[src/rtl/jk_mod_counter_pkg.sv]
// Shared definitions for the JK-cell modulo counter: cell action encodings
// and default geometry.
package jk_mod_counter_pkg;

    typedef enum logic [1:0] {
        JK_HOLD = 2'b00,
        JK_CLR  = 2'b01,
        JK_SET  = 2'b10,
        JK_TGL  = 2'b11
    } jk_action_e;

    localparam int DEFAULT_WIDTH = 4;
    localparam int DEFAULT_MOD   = 16;

endpackage

[src/rtl/jk_mod_counter_cell.sv]
// One JK flip-flop: 00 hold, 01 clear, 10 set, 11 toggle; synchronous reset clears.
module jk_cell
    import jk_mod_counter_pkg::*;
(
    input  logic clk,
    input  logic rst,
    input  logic j,
    input  logic k,
    output logic q
);

    always_ff @(posedge clk) begin
        if (rst) begin
            q <= 1'b0;
        end else begin
            case (jk_action_e'({j, k}))
                JK_HOLD: q <= q;
                JK_CLR:  q <= 1'b0;
                JK_SET:  q <= 1'b1;
                JK_TGL:  q <= ~q;
                default: q <= q;
            endcase
        end
    end

endmodule

[src/rtl/jk_mod_counter.sv]
// Modulo-MOD up/down counter built from JK cells; only J/K generation and the
// terminal-count flag live here, the state is held in the jk_cell instances.
module jk_mod_counter
    import jk_mod_counter_pkg::*;
#(
    parameter int WIDTH = DEFAULT_WIDTH,
    parameter int MOD   = DEFAULT_MOD
) (
    input  logic             clk,
    input  logic             rst,
    input  logic             en,
    input  logic             up,
    input  logic             load,
    input  logic [WIDTH-1:0] din,
    output logic [WIDTH-1:0] q,
    output logic             tc
);

    if (MOD < 2 || MOD > (2 ** WIDTH)) begin : g_bad_mod
        $error("jk_mod_counter: MOD out of range for WIDTH");
    end

    localparam bit               POW2 = (MOD == (2 ** WIDTH));
    localparam logic [WIDTH-1:0] LAST = WIDTH'(MOD - 1);
    localparam logic [WIDTH:0]   MODW = (WIDTH + 1)'(MOD);

    logic [WIDTH-1:0] j;
    logic [WIDTH-1:0] k;
    logic [WIDTH-1:0] toggle;
    logic [WIDTH-1:0] wrap_val;
    logic             out_of_range;
    logic             wrap;
    logic             up_chain;
    logic             dn_chain;

    // A plain +/-1 step is a T-style chain: a bit flips when every lower bit
    // is 1 (up) or 0 (down). Wraps for non-power-of-two moduli and recovery
    // from out-of-range states instead force each bit to the wrap value.
    always_comb begin
        toggle   = '0;
        up_chain = 1'b1;
        dn_chain = 1'b1;
        for (int i = 0; i < WIDTH; i++) begin
            toggle[i] = up ? up_chain : dn_chain;
            up_chain  = up_chain & q[i];
            dn_chain  = dn_chain & ~q[i];
        end

        out_of_range = ({1'b0, q} >= MODW);
        if (up) begin
            wrap     = ({1'b0, q} >= {1'b0, LAST});
            wrap_val = '0;
        end else begin
            wrap     = (q == '0) || out_of_range;
            wrap_val = (q == '0) ? LAST : '0;
        end

        j = '0;
        k = '0;
        if (load) begin
            j = din;
            k = ~din;
        end else if (en) begin
            if (wrap && !POW2) begin
                j = wrap_val;
                k = ~wrap_val;
            end else begin
                j = toggle;
                k = toggle;
            end
        end
    end

    for (genvar i = 0; i < WIDTH; i++) begin : g_cell
        jk_cell u_cell (
            .clk (clk),
            .rst (rst),
            .j   (j[i]),
            .k   (k[i]),
            .q   (q[i])
        );
    end

    assign tc = en & ((up & (q == LAST)) | (~up & (q == '0)));

endmodule

[config.mk]
export PLATFORM = sky130hd
export DESIGN_NAME = jk_mod_counter
export DESIGN_NICKNAME = d
export VERILOG_FILES = /design/src/rtl/jk_mod_counter_pkg.sv /design/src/rtl/jk_mod_counter_cell.sv /design/src/rtl/jk_mod_counter.sv
export SDC_FILE = /design/constraint.sdc
export NUM_CORES = 1
export LEC_CHECK = 0
export ABC_AREA = 1
export BUFFER_PORTS_ARGS = -buffer_cell sky130_fd_sc_hd__buf_2
export CAP_MARGIN = 10
export CORE_AREA = 3 3 40 42
export CTS_BUF_LIST = sky130_fd_sc_hd__clkbuf_8
export CTS_CLUSTER_SIZE = 16
export DETAILED_ROUTE_END_ITERATION = 10
export DIE_AREA = 0 0 43 45
export PLACE_DENSITY_LB_ADDON = 0.12
export SLEW_MARGIN = 20
export SYNTH_ARGS = -nofsm -noshare
export SYNTH_HDL_FRONTEND = slang
export SYNTH_SLANG_ARGS = --single-unit
[constraint.sdc]
create_clock -name clk -period 2.1 [get_ports clk]
set_input_delay 0.525 -clock clk [delete_from_list [all_inputs] [get_ports clk]]
set_output_delay 0.525 -clock clk [all_outputs]
set_load 0.05 [all_outputs]
# Word-level counts from Yosys, hierarchy flattened

Cells that the tools add are included.

Register bits after elaboration: 4
Bits of input ports: 9
Output and inout port bits: 5

Equality and inequality tests: 13
Muxes and demuxes: 10
Bitwise operators: 14
Reduce and logical (&&, ||, !) cells: 5

Operators by type and width:

| kind                                          | number |
|---|---|
| == test 2 bit, second input constant          | 8 |
| 2-to-1 mux 4 bit                              | 3 |
| one-hot mux 1 bit (3 select lines)            | 4 |
| == test 2 x 1 -> 1 bit, second input constant | 4 |
| logical NOT 2 bit                             | 4 |
| bitwise AND 1 bit                             | 7 |
| inverter 1 bit                                | 5 |
| == test 4 bit, second input constant          | 1 |
| logical NOT 4 bit                             | 1 |
| inverter 4 bit                                | 1 |
| 2-to-1 mux 1 bit                              | 3 |
| bitwise OR 1 bit                              | 1 |

# Depth between registers and ports, before layout

Word-level depth: 8
Depth in mapped cells: 8
Depth with buffers taken out: 8

# By module

From an unflattened synthesis, not the netlist that was laid out.

Cells, all modules: 66
Area, all modules: 329.1 µm²

Modules (own cells, without submodules):

| module         | times used | cells an instance | area each (µm²) | seq. area each (µm²) |
|---|---|---|---|---|
| jk_mod_counter | 1          | 42                | 173.9           | 0.0 |
| jk_cell        | 4          | 6                 | 38.8            | 20.0 |

# Worst setup path before layout

No wires, ideal clock.

Path type: input to output
From: input up
To: output tc
Arrival: 1.622 ns
Slack: -0.047 ns
Stages on the path: 4
Buffers on the path: 0
Cells stage by stage: nand2_1 -> o21ai_0 -> nand3_1 -> a21oi_1

Word-level cells in the longest chain between the ends: 4
Elaborated cells between the ends (all ways): 5
Those cells by class: bitwise: 5

RTL lines:

| what                | RTL line             | RTL |
|---|---|---|
| from (decl)         | jk_mod_counter.sv:12 | `input logic up,` |
| inverter 1 bit      | jk_mod_counter.sv:84 | `assign tc = en & ((up & (q == LAST)) \| (~up & (q == '0)));` |
| bitwise AND 1 bit   | jk_mod_counter.sv:84 |  |
| bitwise OR 1 bit *  | jk_mod_counter.sv:84 |  |
| bitwise AND 1 bit * | jk_mod_counter.sv:84 |  |
| to (decl)           | jk_mod_counter.sv:16 | `output logic tc` |

Every way passes the cells marked *; elsewhere a longest branch is shown, timed or not.

# Worst setup path after layout

Same ends and word-level chain as after synthesis.

==> impl_results.md <==
- Status: completed
- Leak pwr: about 0.23 nW
- Total length of routed wires: just under 700 um
- Top Registers: g_cell.u_cell.q: 4 flops
- Worst setup path class: input pin to output port
- Global-route wire length before repair: around 1.3 mm
- Post-CTS resize count: 0
- GR Util All Layers: 0.0907
- Commonest non-fill, non-tap cells in the layout: nand2_1 (16), buf_2 (13), inv_1 (9)
- WL per Instance: 8.61 um
- Peak supply drop: 0.216 mV
- Clock latency on the worst-skew pair: about 0.22 ns
- Total power: between 0.3 and 0.4 mW
- CP startpoint kind: input pin
- RSZ-0062 raised after global routing: no
- Final Slew Violations: 0
- Mean Syn Cell Area: between 5 and 6 um^2
- Area after DPL: about 370 um^2
- Hold WC Path Type: flop to flop
- Clk sinks: 4
- Fill count: around 150
- Largest net degree at the start of global routing: 8
- Largest family of logic cells by synthesized area: simple AND/OR/NAND/NOR gates
- Synthesized Nets: 60
- Final Hold Vio Count: 0
- Worst-margin pin slew: 0.255 ns
- Effective utilization at floorplan: 0.230
- Final Cycle Share: 0.898
- Crit path capture type: output port
- Synth Instances: 51
- Cts hold-fix bufs: 0
- Max Clk Rate: between 500 and 600 MHz
- Initial DRC Count: 10
- Reg clk slew, reported paths: 0.03 ns
- Yosys reg bits: 4
- Via count: between 300 and 400
- Final instance area: 409 um^2
- Layout cells sized above 1: 0.308
- Vias in the first global route: 303
- Synth Area in Simple Gates: 0.352
- Post-CTS setup buffer count: 0
- Register area share after synthesis: 0.271
- Cts bufs inserted: 3
- Row cnt: 13
- Worst Path Required: approximately 1.6 ns
- CTS tree: built
- Core Area: roughly 1300 um^2
- # Max-Cap Violations: 0
- Post-route ant nets: 0
- Slew margin rel.: 0.828
- Drc violations: 0
- GR Overflow Total: 0
- H-Tree Depth: 1
- CP max FO: 5
- Port-buffer cells: 13
- Detail Placement HPWL: approximately 560 um
- Fin nets: 76
- Post-Syn Area: about 300 um^2
- I/O pins: 14
- Period minus WS final: 1.89 ns
- Commonest non-fill, non-tap cell in the layout: nand2_1
- Initial antenna violation count: 0
- Chip width: 43 um
- Post-synthesis compound-gate area fraction: 0.131
- Pwr Density: around 820 nW/um^2
- Pre-antenna DRT Iters: 4
- WHS: around 0.57 ns
- Post-synthesis mux area share: 0
- Setup_tns: 0 ns
- Antenna diode count: 0
- DR vias/cell: between 4 and 5
- Synth Area in Adders: 0
- Clock tree buffer depth: 2
- Final setup vio count: 0
- RD Place Congestion: between 0.7 and 0.8
- Largest Register: g_cell.u_cell.q
- Die H: ~45 um
- Final clock skew: 0.00137 ns
- Max reg flops: 4
- Yosys warns: 0
- Unique masters post-synth: 11
- Root buffer cell: clkbuf_8
- Area grow syn2layout: 38.6%
- CP Data Arrival Time: 1.36 ns
- Post-Synth XOR/XNOR Area: 0.0297
- Die ar.: between 1500 and 2000 um^2
==> metrics by stage <==
stage | instances | setup WS, ns | utilization
after CTS | 80 | 0.199 | 0.318
after floorplan | 51 | 0.245 | -
after detailed placement | 77 | 0.201 | 0.286
after global routing | 80 | 0.0640 | 0.318
final | 80 | 0.213 | 0.318
after global placement | 77 | 0.207 | 0.286
==> per-layer routing <==
layer | vias up | routed length [um] | GRT usage
li1 | 181 | - | -
met1 | 132 | 316 | 0.120
met2 | 13 | 294 | 0.111
met3 | 2 | 53 | 0.0398
met4 | 0 | 23 | 0.0723
met5 | - | 0 | 0
==> final cells by class <==
cell class | instances | area, um^2 | share of cell area
multi-input combinational | 34 | 155 | 0.379
sequential | 4 | 80.1 | 0.196
timing repair buffer | 15 | 80.1 | 0.196
clock buffer | 3 | 41.3 | 0.101
inverter | 9 | 33.8 | 0.0826
tap | 15 | 18.8 | 0.0459
==> path summary, 6_finish.rpt <==
check / start / end / slack, ns / cells past startpoint
worst min register to register: g_cell[1].u_cell.q$_SDFFE_PP0P_ / g_cell[1].u_cell.q$_SDFFE_PP0P_ / 0.57 / 4
worst max-delay path: up / tc / 0.21 / 6
worst min-delay path: g_cell[1].u_cell.q$_SDFFE_PP0P_ / g_cell[1].u_cell.q$_SDFFE_PP0P_ / 0.57 / 4
worst max register to register: g_cell[0].u_cell.q$_SDFFE_PP0P_ / g_cell[1].u_cell.q$_SDFFE_PP0P_ / 0.98 / 9
==> report_power, final <==
group | switching [mW] | internal (mW)
Combinational | 0.0556 | 0.0285
Sequential | 0.00678 | 0.0831
Clock | 0.0399 | 0.122
Total | 0.102 | 0.234
==> cell families (layout without fill, tap and decap cells) <==
logic type      after synthesis  count (layout)
xor+xnor                      1               1
flops                         4               4
compound gates                7               7
simple gates                 26              26
buf+inv                      13              27
==> synthesized netlist by cell type <==
| cell | number | area, um^2 |
|---|---|---|
| nand3_1 | 3 | 15.0 |
| inv_1 | 9 | 33.8 |
| buf_4 | 4 | 30.0 |
| xnor2_1 | 1 | 8.76 |
| a21oi_2 | 1 | 8.76 |
| a21oi_1 | 3 | 15.0 |
| dfxtp_1 | 4 | 80.1 |
| nor2_1 | 6 | 22.5 |
| nand2_1 | 16 | 60.1 |
| nand4_1 | 1 | 6.26 |
| o21ai_0 | 3 | 15.0 |
==> worst max-delay path, stage by stage <==
cell,delay (ns)
buf_2,0.13
nand2_1,0.06
o21ai_0,0.11
nand3_1,0.15
a21oi_2,0.12
buf_2,0.26
Power figures use the tool's default switching activity.
